[config.mk]
export PLATFORM = sky130hd
export DESIGN_NAME = host_load_ctrl_flat
export DESIGN_NICKNAME = d
export VERILOG_FILES = /design/src/rtl/host_load_ctrl_if.sv /design/src/rtl/host_load_ctrl.sv /design/src/flat_wrapper.sv
export SDC_FILE = /design/constraint.sdc
export NUM_CORES = 1
export LEC_CHECK = 0
export ABC_AREA = 1
export BUFFER_PORTS_ARGS = -buffer_cell sky130_fd_sc_hd__buf_4
export CAP_MARGIN = 20
export CORE_MARGIN = 2
export CORE_UTILIZATION = 45
export CTS_BUF_LIST = sky130_fd_sc_hd__clkbuf_8
export DETAILED_ROUTE_END_ITERATION = 16
export MAX_ROUTING_LAYER = met4
export PLACE_DENSITY = 0.69
export SYNTH_ARGS = -nofsm -noshare
export SYNTH_HDL_FRONTEND = slang
export SYNTH_SLANG_ARGS = --single-unit
export TNS_END_PERCENT = 50
[constraint.sdc]
create_clock -name clk -period 3.9 [get_ports clk]
set_clock_uncertainty 0.05 [all_clocks]
set_input_delay 0.195 -clock clk [delete_from_list [all_inputs] [get_ports clk]]
set_output_delay 0.195 -clock clk [all_outputs]
set_load 0.01 [all_outputs]
[src/rtl/host_load_ctrl_if.sv]
// Host command bus between the decoder and host_load_ctrl.
// Carries the level-held command flags, target address and data byte.
interface host_load_ctrl_if #(
  parameter int DATA_W = 8,
  parameter int ADDR_W = 4
);
  logic              fetch_w;
  logic              fetch_inp;
  logic              fetch_ins;
  logic              start;
  logic [ADDR_W-1:0] dma_address;
  logic [DATA_W-1:0] data_in;

  modport master (
    output fetch_w,
    output fetch_inp,
    output fetch_ins,
    output start,
    output dma_address,
    output data_in
  );

  modport slave (
    input fetch_w,
    input fetch_inp,
    input fetch_ins,
    input start,
    input dma_address,
    input data_in
  );
endinterface

[src/rtl/host_load_ctrl.sv]
// Turns held decoder flags into one-shot memory write strobes and a
// control-unit start pulse; blocks new loads until the program is done.
module host_load_ctrl #(
  parameter int DATA_W = 8,
  parameter int ADDR_W = 4
) (
  input  logic              clk,
  input  logic              reset,
  host_load_ctrl_if.slave   cmd,
  input  logic              done,
  output logic              w_we,
  output logic              inp_we,
  output logic              ins_we,
  output logic [ADDR_W-1:0] wr_addr,
  output logic [DATA_W-1:0] wr_data,
  output logic              cu_start,
  output logic              busy,
  output logic [ADDR_W:0]   ins_count,
  output logic              cmd_err
);

  typedef enum logic [2:0] {
    C_NONE,
    C_W,
    C_INP,
    C_INS,
    C_STRT,
    C_MULTI
  } cmd_t;

  typedef enum logic [1:0] {
    S_IDLE,
    S_START,
    S_RUN
  } state_t;

  localparam logic [ADDR_W:0] CNT_MAX = '1;

  state_t            state_q;
  state_t            state_d;
  cmd_t              cur_type;
  cmd_t              prev_type;
  logic [ADDR_W-1:0] prev_addr;
  logic [2:0]        n_flags;
  logic              is_new;
  logic              w_we_d;
  logic              inp_we_d;
  logic              ins_we_d;
  logic              ins_inc;
  logic              err_set;

  // Classify this cycle's flags and detect a fresh command.
  always_comb begin
    n_flags  = {2'b00, cmd.fetch_w}
             + {2'b00, cmd.fetch_inp}
             + {2'b00, cmd.fetch_ins}
             + {2'b00, cmd.start};
    cur_type = C_NONE;
    if (n_flags > 3'd1) begin
      cur_type = C_MULTI;
    end else begin
      unique case (1'b1)
        cmd.fetch_w:   cur_type = C_W;
        cmd.fetch_inp: cur_type = C_INP;
        cmd.fetch_ins: cur_type = C_INS;
        cmd.start:     cur_type = C_STRT;
        default:       cur_type = C_NONE;
      endcase
    end
    is_new = (cur_type != C_NONE) &&
             ((cur_type != prev_type) ||
              (cmd.dma_address != prev_addr));
  end

  // State register.
  always_ff @(posedge clk) begin
    if (reset) begin
      state_q <= S_IDLE;
    end else begin
      state_q <= state_d;
    end
  end

  // Next state and per-cycle actions.
  always_comb begin
    state_d  = state_q;
    w_we_d   = 1'b0;
    inp_we_d = 1'b0;
    ins_we_d = 1'b0;
    ins_inc  = 1'b0;
    err_set  = 1'b0;
    case (state_q)
      S_IDLE: begin
        if (is_new) begin
          case (cur_type)
            C_W:   w_we_d = 1'b1;
            C_INP: inp_we_d = 1'b1;
            C_INS: begin
              ins_we_d = 1'b1;
              ins_inc  = 1'b1;
            end
            C_STRT: begin
              if (ins_count != '0) begin
                state_d = S_START;
              end else begin
                err_set = 1'b1;
              end
            end
            C_MULTI: err_set = 1'b1;
            default: ;
          endcase
        end
      end
      S_START: begin
        err_set = is_new;
        state_d = S_RUN;
      end
      S_RUN: begin
        err_set = is_new;
        if (done) begin
          state_d = S_IDLE;
        end
      end
      default: state_d = S_IDLE;
    endcase
  end

  // Registered outputs and edge-tracking history.
  always_ff @(posedge clk) begin
    if (reset) begin
      prev_type <= C_NONE;
      prev_addr <= '0;
      w_we      <= 1'b0;
      inp_we    <= 1'b0;
      ins_we    <= 1'b0;
      cu_start  <= 1'b0;
      busy      <= 1'b0;
      wr_addr   <= '0;
      wr_data   <= '0;
      ins_count <= '0;
      cmd_err   <= 1'b0;
    end else begin
      prev_type <= cur_type;
      prev_addr <= cmd.dma_address;
      w_we      <= w_we_d;
      inp_we    <= inp_we_d;
      ins_we    <= ins_we_d;
      cu_start  <= (state_d == S_START);
      busy      <= (state_d != S_IDLE);
      if (w_we_d || inp_we_d || ins_we_d) begin
        wr_addr <= cmd.dma_address;
        wr_data <= cmd.data_in;
      end
      if (ins_inc && (ins_count != CNT_MAX)) begin
        ins_count <= ins_count + 1'b1;
      end
      if (err_set) begin
        cmd_err <= 1'b1;
      end
    end
  end

endmodule

[src/flat_wrapper.sv]
// flat-port wrapper written by rule: the top's interface ports become plain ports
module host_load_ctrl_flat 
#(
  parameter int DATA_W = 8,
  parameter int ADDR_W = 4
)
  (clk, reset, done, w_we, inp_we, ins_we, wr_addr, wr_data, cu_start, busy, ins_count, cmd_err, cmd_fetch_w, cmd_fetch_inp, cmd_fetch_ins, cmd_start, cmd_dma_address, cmd_data_in);
  host_load_ctrl_if #(.DATA_W(DATA_W), .ADDR_W(ADDR_W)) cmd_i ();
  input  logic clk;
  input  logic reset;
  input  logic done;
  output logic w_we;
  output logic inp_we;
  output logic ins_we;
  output logic [ADDR_W-1:0] wr_addr;
  output logic [DATA_W-1:0] wr_data;
  output logic cu_start;
  output logic busy;
  output logic [ADDR_W:0] ins_count;
  output logic cmd_err;
  input wire logic [$bits(cmd_i.fetch_w)-1:0] cmd_fetch_w;
  input wire logic [$bits(cmd_i.fetch_inp)-1:0] cmd_fetch_inp;
  input wire logic [$bits(cmd_i.fetch_ins)-1:0] cmd_fetch_ins;
  input wire logic [$bits(cmd_i.start)-1:0] cmd_start;
  input wire logic [$bits(cmd_i.dma_address)-1:0] cmd_dma_address;
  input wire logic [$bits(cmd_i.data_in)-1:0] cmd_data_in;
  assign cmd_i.fetch_w = cmd_fetch_w;
  assign cmd_i.fetch_inp = cmd_fetch_inp;
  assign cmd_i.fetch_ins = cmd_fetch_ins;
  assign cmd_i.start = cmd_start;
  assign cmd_i.dma_address = cmd_dma_address;
  assign cmd_i.data_in = cmd_data_in;
  host_load_ctrl #(.DATA_W(DATA_W), .ADDR_W(ADDR_W)) u_core (.clk(clk), .reset(reset), .cmd(cmd_i), .done(done), .w_we(w_we), .inp_we(inp_we), .ins_we(ins_we), .wr_addr(wr_addr), .wr_data(wr_data), .cu_start(cu_start), .busy(busy), .ins_count(ins_count), .cmd_err(cmd_err));
endmodule
==> results of run 1 <==
-- through the flow --
| step | cell area, µm² | util, % |
|---|---|---|
| 2_1_floorplan | 1670 | - |
| 3_3_place_gp | 2000 | 55.3 |
| 3_5_place_dp | 2000 | 55.3 |
| 4_1_cts | 2100 | 58.3 |
| 5_1_grt | 2100 | 58.3 |
| 6_report | 2100 | 58.3 |
-- sequential cells by signal (all words and copies together) (netlist names) --
signal            cells
u_core.cmd_err        1
u_core.prev_addr      4
u_core.ins_count      5
u_core.state_q        2
u_core.inp_we         1
u_core.cu_start       1
u_core.ins_we         1
u_core.prev_type      3
u_core.wr_addr        4
u_core.wr_data        8
u_core.busy           1
u_core.w_we           1
-- worst max-delay path: cells and delay by family --
| family | cells | cell delay (ps) |
|---|---|---|
| and+or+nand+nor | 6 | 1050 |
| adders and majority gates | 2 | 570 |
| buffers and inverters | 3 | 230 |
| AOI/OAI and AO/OA | 1 | 60 |
-- layer usage --
| layer | global-route usage [%] | up-vias |
|---|---|---|
| li1 | - | 758 |
| met3 | 5.21 | 7 |
| met4 | 7.18 | 0 |
| met1 | 18.6 | 632 |
| met5 | - | - |
| met2 | 28.2 | 32 |
-- power groups by stage --
stage	Sequential [µW]	Combinational [µW]	Clock (µW)
global placement	370	159	0
detailed placement	370	162	0
finish	363	160	310
floorplan	376	106	0
CTS	363	162	320
global route	365	179	329
-- cells in the final DEF (no fill, tap or decap), drive strengths merged --
cell	count
nor4	2
a211oi	1
nand3	22
clkbuf	5
o21ai	2
a31oi	1
nand2	57
nor3	2
nand3b	1
nor2	20
clkinv	1
ha	10
a21oi	17
bufinv	1
xor2	2
inv	32
nand4	6
dfxtp	32
buf	41
-- how the worst max path moves through the flow --
stage | startpoint | endpoint | slack (ps) | cells past startpoint
finish | cmd_fetch_inp | u_core.wr_addr[1] | 1920 | 12
global route | cmd_fetch_inp | u_core.wr_addr[0] | 1730 | 12
floorplan | cmd_fetch_inp | u_core.wr_addr[2] | 1930 | 14
CTS | cmd_fetch_inp | u_core.wr_addr[1] | 1910 | 12
global placement | cmd_fetch_inp | u_core.wr_addr[1] | 1640 | 12
detailed placement | cmd_fetch_inp | u_core.wr_addr[1] | 1600 | 12
-- logic make-up (layout without fill, tap and decap cells) --
kind of cell	after synthesis	after routing	share of synthesized area, %
AND/OR/NAND/NOR	110	110	34.7
AO/OA/AOI/OAI	21	21	8.76
buffers and inverters	37	80	9.73
flip-flops	32	32	38.3
adder cells (fa/ha/maj)	10	10	7.49
XOR/XNOR	2	2	1.05
-- area by class of cell --
cell class / count / area, µm² / share of cell area (%)
inverters: 31 / 119 / 5.65
clock buffers: 5 / 68.8 / 3.27
flip-flops and latches: 32 / 641 / 30.5
repair buffers: 41 / 308 / 14.6
clock inverters: 3 / 38.8 / 1.84
multi-input cells: 143 / 868 / 41.3
well taps: 48 / 60.1 / 2.86
==> reports/metrics.csv, run 1 <==
metric;value;unit
CTS tree;yes;
Initial Util;46.4;%
Primary FF master, synth;dfxtp_1;
Post-synth EDFFs;0;
Synth top area share;38.3;%
std cell rows;22;
ANT nets after route;0;
status;complete, no violations;
crit path max fanout;13;
I/O Buffers;41;
dpl cells;295;
P&R area growth vs syn;25.8;%
setup ws final;1920;ps
routed length per instance;10.6;µm
Die W;65.0;µm
fillers;337;
CTS Sinks;32;
combinational power share;19.2;%
htree depth;2;
post-CTS resize count;0;
Tightest Pin Transition;457;ps
Skew-Pair Late Insertion Delay;290;ps
Synth top cells by count;nand2_1 (40), dfxtp_1 (32), inv_1 (27), nand3_1 (18), nor2_1 (16);
core area;0.00361;mm²
Post-CTS Hold Buffers;0;
Die Y;65.0;µm
DRC viols;0;
pre-CTS setup slack;1600;ps
Sequential Power Share;43.6;%
Vias/cell;4.72;
number of synthesized register bits;32;
Max-cap violations;0;
vias in the first global route;1330;
R2R setup slack;2100;ps
pwr dens;396;mW/mm²
CP endpoint kind;flop;
Final Non-Filler Cells;303;
cells along the critical path;buf_4 -> inv_1 -> ha_1 -> ha_1 -> nand2_2 -> nand3_2 -> inv_2 -> nand4_1 -> nand2_1 -> nand2_4 -> nand2_1 -> a21oi_1;
Synth Instances;212;
Syn Area/Cell;7.88;µm²
Achievable Freq;506;MHz
Vias;1429;
total track usage;16.9;%
final period utilization;50.7;%
first-pass GRT wire length;5.37;mm
max_slew headroom;69.4;%
fin nets;283;
RSZ-0062 raised after global routing;no;
Slew Viols, Final;0;
Design Power;832;µW
HPWL after DPL;2.36;mm
critical path launch point type;primary input;
Hold WS;98.3;ps
Crit Path Class;primary input to flop;
CP peak stage delay;370;ps
Max clock buf depth;2;
largest net degree at the start of global routing;29;
global route overflow;0;
CP arrival;2090;ps
Synth Warn #;0;
Req. time, crit path;4020;ps
most numerous cell in the Yosys netlist;nand2_1;
hold path depth;3;
IO Pins;42;
Critical R2R Capture;u_core.wr_addr[1];
Met1 Routed Length;1.52;mm
clock share of power;37.2;%
drt first pass iters;4;
Min-Delay Path Class;primary input to flop;
Sw Share;27.3;%
postcts setup bufs;0;
initial DRC count;41;
worst r2r path cells;7;
reg2reg start;u_core.state_q[0];
Leak;0.00103;µW
share of cells above drive strength 1;34.5;%
final setup TNS;0;ps
Max VDD drop;183;µV
RePlAce Congestion;0.780;
Area contributors post-synth;dfxtp_1 (38%), nand2_1 (9.0%), ha_1 (7.5%);
fraction of registers with async set/reset;0;%
root buffer cell;clkbuf_8;
cell-internal power;605;µW
sw power;227;µW
Synth cell types;30;
Crit-path slowest cell;nand2_1;
Seq/Total Area, Yosys;38.3;%
DIE AREA;0.00422;mm²
Mapped Nets;241;
DR WL met2;1.44;mm
worst hold start;cmd_dma_address[3];
Hold Path Sink;u_core.prev_addr[3];
initial antenna violation count;0;
final setup fails;0;
top sig layer;met4;
post-synth top area cell;dfxtp_1;
Tmin final;1980;ps
TritonCTS buffer count;5;
Clock transition at path regs;70;ps
final hold vios;0;
Inserted Diodes;0;
met3 wire length;191;µm
Post-Syn Area;0.00167;mm²
Total Routed Length;3.20;mm
No activity file was read; power rests on OpenSTA's default activity.
==> run 2: changes to the inputs <==
PLACE_DENSITY = 0.72   (was 0.69)
clock period = 1.7 ns   (was 3.9 ns; I/O delays follow)
==> run 2 against run 1 <==
Core utilization grew 9.0 points. Sequential share of layout area shrank 4.0 points. Sequential power grew 130%. Hold slack lost 95 ps. Critical path depth grew 4. Sequential cell count is the same. Worst setup slack lost 1800 ps. Via count grew 5.5%. Combinational power grew to 3.2 times the previous value. Global-route usage grew 1.2 points. Register-to-register slack lost 2000 ps. Largest power group unchanged. Die area is the same.
==> reports/metrics.csv, run 2 (synthesis results as in run 1) <==
metric;value;unit;change
Crit Path Class;primary input to flop;;unchanged
Vias;1508;;was 1429
max FFs per register;8;;unchanged
most common cell after layout, fill and taps aside;buf_4;;unchanged
core area;0.00361;mm²;unchanged
status;complete, no violations;;unchanged
total track usage;18.1;%;was 16.9%
Min-Delay Path Class;primary input to flop;;unchanged
Tmin final;1610;ps;
Skew-Pair Late Insertion Delay;280;ps;was 290 ps
Max-cap violations;0;;unchanged
final setup fails;0;;unchanged
fillers;303;;was 337
CTS tree;yes;;unchanged
crit path max fanout;8;;was 13
initial antenna violation count;0;;unchanged
Die W;65.0;µm;unchanged
TritonCTS buffer count;5;;unchanged
Crit-path slowest cell;ha_4;;was nand2_1
drt first pass iters;4;;unchanged
initial DRC count;114;;was 41
Leak;0.00121;µW;was 0.00103 µW
Clock transition at path regs;60;ps;was 70 ps
Vias/cell;4.71;;was 4.72
RePlAce Congestion;0.787;;was 0.780
Initial Util;46.4;%;unchanged
final period utilization;94.7;%;
Max VDD drop;523;µV;was 183 µV
fin nets;301;;was 283
CP endpoint kind;flop;;unchanged
Final Non-Filler Cells;320;;was 303
I/O Buffers;41;;unchanged
HPWL after DPL;2.61;mm;was 2.36 mm
htree depth;2;;unchanged
Inserted Diodes;0;;unchanged
global route overflow;0;;unchanged
CTS Sinks;32;;unchanged
Die Y;65.0;µm;unchanged
Max clock buf depth;2;;unchanged
ANT nets after route;0;;unchanged
Slew Viols, Final;0;;unchanged
std cell rows;22;;unchanged
final hold vios;0;;unchanged
DIE AREA;0.00422;mm²;unchanged
Largest Register;u_core.wr_data;;unchanged
CP bufs+invs;5;;was 3
dpl cells;312;;was 295
IO Pins;42;;unchanged
Hold WS;3.43;ps;was 98.3 ps
most frequent cells in the layout;buf_4 (49), nand2_1 (38), dfxtp_1 (31);;was buf_4 (41), nand2_1 (40), dfxtp_1 (32)
P&R area growth vs syn;45.1;%;was 25.8%
Req. time, crit path;1860;ps;was 4020 ps
vias in the first global route;1395;;was 1330
CP peak stage delay;230;ps;was 370 ps
critical path launch point type;primary input;;unchanged
cells along the critical path;buf_6 -> inv_12 -> ha_4 -> ha_4 -> nor2_4 -> nand3_4 -> nand2_2 -> inv_2 -> nor2_4 -> nand3_4 -> nand2_4 -> inv_4 -> nand2_4 -> buf_12 -> nand2_4 -> a21oi_2;;was buf_4 -> inv_1 -> ha_1 -> ha_1 -> nand2_2 -> nand3_2 -> inv_2 -> nand4_1 -> nand2_1 -> nand2_4 -> nand2_1 -> a21oi_1
max_slew headroom;76.0;%;was 69.4%
pwr dens;770;mW/mm²;was 396 mW/mm²
first-pass GRT wire length;5.82;mm;was 5.37 mm
DRC viols;0;;unchanged
delay-heaviest family, CP;simple AND/OR/NAND/NOR gates;;unchanged
most used cell, CP;nand2_4;;
top flop regs;u_core.wr_data (8), u_core.ins_count (5);;unchanged
Achievable Freq;621;MHz;
Tightest Pin Transition;359;ps;was 457 ps
CP arrival;1770;ps;was 2090 ps
largest net degree at the start of global routing;29;;unchanged
Total Routed Length;3.44;mm;was 3.20 mm
routed length per instance;10.8;µm;was 10.6 µm
share of cells above drive strength 1;41.5;%;was 34.5%
root buffer cell;clkbuf_8;;unchanged
-- run 2: cell types whose count changed in the layout (fill, tap and decap cells not counted), sizes merged --
cell,before,now
inv,32,31
dlymetal6s4s,0,3
bufinv,1,0
clkinv,1,2
buf,41,56
-- run 2: layer usage --
layer / part of all wire (%) / GRT usage, %
met1: 45 / 21.4
met2: 48 / 30.7
met3: 5.2 / 4.69
met4: 1.4 / 4.79
met5: 0 / -
-- run 2: worst register-to-register path, stage by stage (launching register included) --
cell and delay [ps]:
dfxtp_1 400, inv_1 80, ha_1 250, nand4_1 140, nand2_1 150, nand2_4 130
buf_12 160, nand2_4 50, a21oi_2 110
-- run 2: power breakdown --
part	leakage (µW)	switching [µW]	internal, µW
Clock	0.0000452	252	271
Sequential	0.000262	39.4	801
Combinational	0.000899	252	252
Total	0.00121	544	1320
-- run 2: path summary, 6_finish.rpt --
| check | startpoint | cells after the start | to | slack, ps |
|---|---|---|---|---|
| max | cmd_fetch_w | 16 | u_core.wr_data[6] | 90 |
| min | cmd_dma_address[0] | 3 | u_core.prev_addr[0] | 3 |
| max reg2reg | u_core.state_q[1] | 8 | u_core.wr_data[6] | 130 |
| min reg2reg | u_core.wr_addr[0] | 2 | u_core.wr_addr[0] | 420 |
-- run 2: metrics by stage --
step | total power [µW] | util, % | area (µm²) | setup WS, ps | TNS [ps]
detailed placement | 1340 | 63.5 | 2290 | -233 | -4410
floorplan | 1150 | - | 1790 | -46.4 | -294
global route | 1980 | 67.3 | 2430 | -9.17 | -9.17
finish | 1870 | 67.3 | 2430 | 89.6 | 0
CTS | 1880 | 66.5 | 2400 | 11.2 | 0
global placement | 1340 | 63.5 | 2290 | -195 | -3760
-- run 2: area by class of cell --
cell class	count	area (µm²)	area share (%)
sequential	32	642	26.5
multi-input combinational	143	982	40.5
clock buffer	5	68.8	2.84
clock inverter	2	8.76	0.361
inverter	31	136	5.62
timing repair buffer	59	528	21.8
tap	48	60.1	2.48
-- run 2: what timing repair did --
| item | CTS | global route |
|---|---|---|
| setup endpoints to repair | 0 | 22 |
| hold buffers | 3 | 0 |
| buffers inserted | 0 | 1 |
| gates resized for setup | 0 | 11 |
| hold endpoints to repair | 3 | 0 |
